`config.mk`:
```
export PLATFORM = sky130hd
export DESIGN_NAME = axi4l_reg64_writer
export DESIGN_NICKNAME = d
export VERILOG_FILES = /design/src/rtl/axi4l_reg64_writer.sv
export SDC_FILE = /design/constraint.sdc
export NUM_CORES = 1
export LEC_CHECK = 0
export CAP_MARGIN = 10
export CORE_ASPECT_RATIO = 2
export CORE_UTILIZATION = 44
export DETAILED_ROUTE_END_ITERATION = 6
export PLACE_DENSITY = 0.8
export RECOVER_POWER = 50
export SYNTH_ARGS = -nofsm -noshare
export SYNTH_HDL_FRONTEND = slang
export SYNTH_SLANG_ARGS = --single-unit
```
`constraint.sdc`:
```
create_clock -name aclk -period 1.75 [get_ports aclk]
set_input_delay 0.35 -clock aclk [delete_from_list [all_inputs] [get_ports aclk]]
set_output_delay 0.35 -clock aclk [all_outputs]
set_load 0.1 [all_outputs]
```
`src/rtl/axi4l_reg64_writer.sv`:
```
// axi4l_reg64_writer
//   AXI4-Lite write-only master feeding a 64-bit register bank. Each accepted
//   64-bit request becomes two 32-bit writes: the high word to BASE_ADDR+0,
//   then the low word to BASE_ADDR+4. done pulses for one cycle when both
//   B responses are in; err reports whether either response was not OKAY.
//
// Ports:
//   aclk, areset         clock, synchronous active-high reset
//   in_valid/in_ready    64-bit request handshake, in_data is the value
//   done, err            completion pulse and its error status
//   aw*/w*/b*            AXI4-Lite write address, data and response channels
module axi4l_reg64_writer #(
  parameter int unsigned ADDR_WIDTH = 3,
  parameter int unsigned BASE_ADDR  = 0
) (
  input  logic                  aclk,
  input  logic                  areset,
  input  logic                  in_valid,
  output logic                  in_ready,
  input  logic [63:0]           in_data,
  output logic                  done,
  output logic                  err,
  output logic                  awvalid,
  input  logic                  awready,
  output logic [ADDR_WIDTH-1:0] awaddr,
  output logic [2:0]            awprot,
  output logic                  wvalid,
  input  logic                  wready,
  output logic [31:0]           wdata,
  output logic [3:0]            wstrb,
  input  logic                  bvalid,
  output logic                  bready,
  input  logic [1:0]            bresp
);

  typedef enum logic [2:0] {
    IDLE,
    HI_AW_W,
    HI_B,
    LO_AW_W,
    LO_B,
    DONE
  } state_e;

  localparam logic [ADDR_WIDTH-1:0] ADDR_HI = ADDR_WIDTH'(BASE_ADDR);
  localparam logic [ADDR_WIDTH-1:0] ADDR_LO = ADDR_HI + ADDR_WIDTH'(4);

  state_e                  state_q, state_d;
  // The high word goes straight to wdata on accept, so only the low word
  // needs to be held for the second write.
  logic [31:0]             lo_hold_q, lo_hold_d;
  logic                    flag_q, flag_d;
  logic                    in_ready_q, in_ready_d;
  logic                    done_q, done_d;
  logic                    err_q, err_d;
  logic                    awvalid_q, awvalid_d;
  logic                    wvalid_q, wvalid_d;
  logic                    bready_q, bready_d;
  logic [ADDR_WIDTH-1:0]   awaddr_q, awaddr_d;
  logic [31:0]             wdata_q, wdata_d;

  always_comb begin
    state_d   = state_q;
    lo_hold_d = lo_hold_q;
    flag_d    = flag_q;
    done_d    = 1'b0;
    err_d     = 1'b0;
    awvalid_d = awvalid_q;
    wvalid_d  = wvalid_q;
    bready_d  = bready_q;
    awaddr_d  = awaddr_q;
    wdata_d   = wdata_q;

    unique case (state_q)
      IDLE: begin
        if (in_ready_q && in_valid) begin
          lo_hold_d = in_data[31:0];
          flag_d    = 1'b0;
          awaddr_d  = ADDR_HI;
          wdata_d   = in_data[63:32];
          awvalid_d = 1'b1;
          wvalid_d  = 1'b1;
          state_d   = HI_AW_W;
        end
      end
      HI_AW_W, LO_AW_W: begin
        // Each channel retires on its own handshake; move on once neither
        // valid will remain set after this edge.
        if (awvalid_q && awready) awvalid_d = 1'b0;
        if (wvalid_q && wready)   wvalid_d  = 1'b0;
        if (!awvalid_d && !wvalid_d) begin
          bready_d = 1'b1;
          state_d  = (state_q == HI_AW_W) ? HI_B : LO_B;
        end
      end
      HI_B: begin
        if (bvalid && bready_q) begin
          flag_d    = flag_q | (bresp != 2'b00);
          bready_d  = 1'b0;
          awaddr_d  = ADDR_LO;
          wdata_d   = lo_hold_q;
          awvalid_d = 1'b1;
          wvalid_d  = 1'b1;
          state_d   = LO_AW_W;
        end
      end
      LO_B: begin
        if (bvalid && bready_q) begin
          flag_d   = flag_q | (bresp != 2'b00);
          bready_d = 1'b0;
          done_d   = 1'b1;
          err_d    = flag_d;
          state_d  = DONE;
        end
      end
      DONE: begin
        state_d = IDLE;
      end
      default: begin
        state_d = IDLE;
      end
    endcase

    // Registered so in_ready stays low for the first cycle out of reset.
    in_ready_d = (state_d == IDLE);
  end

  always_ff @(posedge aclk) begin
    if (areset) begin
      state_q    <= IDLE;
      lo_hold_q  <= '0;
      flag_q     <= 1'b0;
      in_ready_q <= 1'b0;
      done_q     <= 1'b0;
      err_q      <= 1'b0;
      awvalid_q  <= 1'b0;
      wvalid_q   <= 1'b0;
      bready_q   <= 1'b0;
      awaddr_q   <= '0;
      wdata_q    <= '0;
    end else begin
      state_q    <= state_d;
      lo_hold_q  <= lo_hold_d;
      flag_q     <= flag_d;
      in_ready_q <= in_ready_d;
      done_q     <= done_d;
      err_q      <= err_d;
      awvalid_q  <= awvalid_d;
      wvalid_q   <= wvalid_d;
      bready_q   <= bready_d;
      awaddr_q   <= awaddr_d;
      wdata_q    <= wdata_d;
    end
  end

  assign in_ready = in_ready_q;
  assign done     = done_q;
  assign err      = err_q;
  assign awvalid  = awvalid_q;
  assign awaddr   = awaddr_q;
  assign awprot   = 3'b000;
  assign wvalid   = wvalid_q;
  assign wdata    = wdata_q;
  assign wstrb    = 4'b1111;
  assign bready   = bready_q;

endmodule

```
==> run metrics <==
Setup CP Type=reg2reg; worst relative slew slack=61.5%; CP arrival=1.92 ns; fin worst setup slack=around 0.068 ns; Post-synth EDFFs=0; Placed Area=roughly 4800 µm²; Rows=43; post-route cell area=4530 µm²; CTS sink cnt=between 70 and 80; Worst-Skew Late Latency=0.33 ns; CP Max Fanout=26; Setup crit start kind=flip-flop; Max VDD drop=0.845 mV; flop2flop setup slack=0.07 ns; Total Power=5.55 mW; number of synthesized register bits=between 70 and 80; RSZ-0062 raised after global routing=false; Synth Cell Area=3150 µm²; Req. time, crit path=1.98 ns; Syn Area/Cell=around 9.0 µm²; Die W=61.9 µm; Worst setup EP type=flip-flop; Hold Crit Class=in2reg; Comb pwr share=29.7%; Psw=1.94 mW; Synth warnings=0; final hold slack=0.263 ns; root buf cell=clkbuf_16; Synth area leader=dfxtp_1; Layout area overhead=43.5%; area of the die=~7500 µm²; Die H=around 120 µm; worst clock skew=0.00658 ns; initial antenna violation count=0; Initial DRC Count=92; register area share after synthesis=47.6%; Seq pwr share=35.1%; antenna diode count=0; most used flip-flop cell after synthesis=dfxtp_1; Routed Antenna Nets=0; io pins=120; DR WL/cell=15.8 µm; nets@finish=535; status=completed; Congestion Overflow GR=0; router iterations before antenna repair=4; hold bufs inserted after CTS=0; Clock transition at path regs=0.05 ns; largest net degree at the start of global routing=40; Num CTS Buffers=9; Final Setup Violations=0; CTS tree=done; Setup Buffers After CTS=0; clock buffer depth=2; Slew Limit Fails=0; power share of the clock group=a little over a third; Core ar.=~7000 µm²; Unique masters post-synth=32; final RePlAce weighted congestion=approximately 0.84; drt total wl=8820 µm; period utilization=a little over nine tenths; fraction of layout cells with a size suffix above 1=20.3%; Setup TNS Final=0 ns; first-pass GRT wire length=13400 µm; min cycle time layout=1.68 ns; pwr dens=roughly 1200 nW/µm²; routed vias/inst=~5; DP Worst Slack=-0.163 ns; synthesized instance count=352; FFs w/ async S/R, synth=0%; vias in the first global route=slightly below 3k; leakage=1.94 nW; Tot GR Track Use=approximately a quarter; slew at the pin closest to its max-slew limit=0.580 ns; Detailed Place HPWL=between 6000 and 7000 µm; vias after detailed routing=2873; FMAX=roughly 590 MHz; DRC Markers=0; share of the synthesized area in the top cell type=47.6%; H-tree depth=3; Int Power=3.61 mW; post-CTS sizing=0; Final Hold Viols=0; top cells by area, synth=dfxtp_1, mux2i_1, nand2_1; IO Port Bufs=110; sw frac=35.0%; Initial Util=a little under half; max_cap viols=0
==> layer usage <==
metal | global-route usage (%) | up-vias | wire, µm
li1 | - | 1408 | -
met1 | 22.7 | 1343 | 3130
met2 | 45.6 | 95 | 4970
met3 | 5.31 | 27 | 294
met4 | 14.4 | 0 | 428
met5 | 0 | - | 0
==> logic make-up (layout without fill, tap and decap cells) <==
family / after synthesis / in the layout / synth area share [%]
buffers and inverters: 41 / 150 / 7.22
other: 2 / 9 / 0.238
AO/OA/AOI/OAI: 77 / 77 / 17.7
AND/OR/NAND/NOR: 123 / 123 / 16.5
multiplexers: 32 / 32 / 10.2
XOR/XNOR: 2 / 2 / 0.556
flip-flops: 75 / 75 / 47.6
==> power groups by stage <==
stage	clock, mW	combinational, mW	sequential [mW]
6_report	1.95	1.65	1.95
5_1_grt	2.04	1.73	1.96
4_1_cts	1.97	1.92	2.00
3_5_place_dp	0	1.91	2.04
3_3_place_gp	0	1.88	2.03
2_1_floorplan	0	0.558	2.65
==> sequential cells by signal (all words and copies together) (netlist names) <==
name and cells:
wdata 32, err 1, in_ready 1, state_q 3, flag_q 1, bready 1
lo_hold_q 32, awaddr 1, awvalid 1, wvalid 1, done 1
==> cell usage in the layout (no fill, tap or decap), types with 2 or more instances in the layout <==
| master | instances |
|---|---|
| conb_1 | 9 |
| or3b_2 | 2 |
| a21oi_1 | 38 |
| inv_1 | 5 |
| dfxtp_2 | 3 |
| or3_1 | 2 |
| buf_12 | 4 |
| nand2_1 | 70 |
| nor3_1 | 6 |
| nor2b_1 | 3 |
| buf_6 | 2 |
| a211oi_2 | 13 |
| dfxtp_1 | 72 |
| clkdlybuf4s50_1 | 69 |
| bufinv_16 | 2 |
| buf_4 | 13 |
| a211oi_1 | 19 |
| xnor2_1 | 2 |
| clkbuf_2 | 38 |
| nor2_1 | 34 |
| clkbuf_1 | 2 |
| mux2i_1 | 32 |
| clkbuf_16 | 9 |
==> final timing paths <==
path | cells past startpoint | startpoint | endpoint
max reg2reg | 5 | state_q[1] | wdata[14]
max | 5 | state_q[1] | wdata[14]
min reg2reg | 2 | lo_hold_q[17] | lo_hold_q[17]
min | 2 | areset | state_q[2]
==> through the flow <==
stage	util, %	cells
floorplan	-	359
global placement	68.5	542
CTS	73.1	558
finish	65.2	558
global route	65.2	558
detailed placement	68.5	542
==> Yosys cell counts (all sizes together), types with 2 or more instances <==
master / instances
inv: 5
nor2: 34
clkbuf: 11
a211oi: 32
xnor2: 2
a21oi: 38
nor3: 6
nand2: 70
or3b: 2
buf: 25
mux2i: 32
nor4b: 2
conb: 2
dfxtp: 75
or3: 2
nor2b: 3
==> layout make-up <==
| type | instances | area [µm²] |
|---|---|---|
| flip-flops and latches | 75 | 1510 |
| well taps | 90 | 113 |
| inverters | 5 | 18.8 |
| multi-input cells | 243 | 1470 |
| fillers | 527 | 2410 |
| clock inverters | 4 | 73.8 |
| repair buffers | 129 | 1100 |
| clock buffers | 12 | 246 |
==> critical path, cell delays in order (launching register included) <==
cell and delay (ns):
dfxtp_1 0.33, or3b_2 0.51, o2bb2ai_4 0.25, buf_12 0.21, nor2_1 0.06, a211oi_1 0.22
Power figures use the tool's default switching activity.
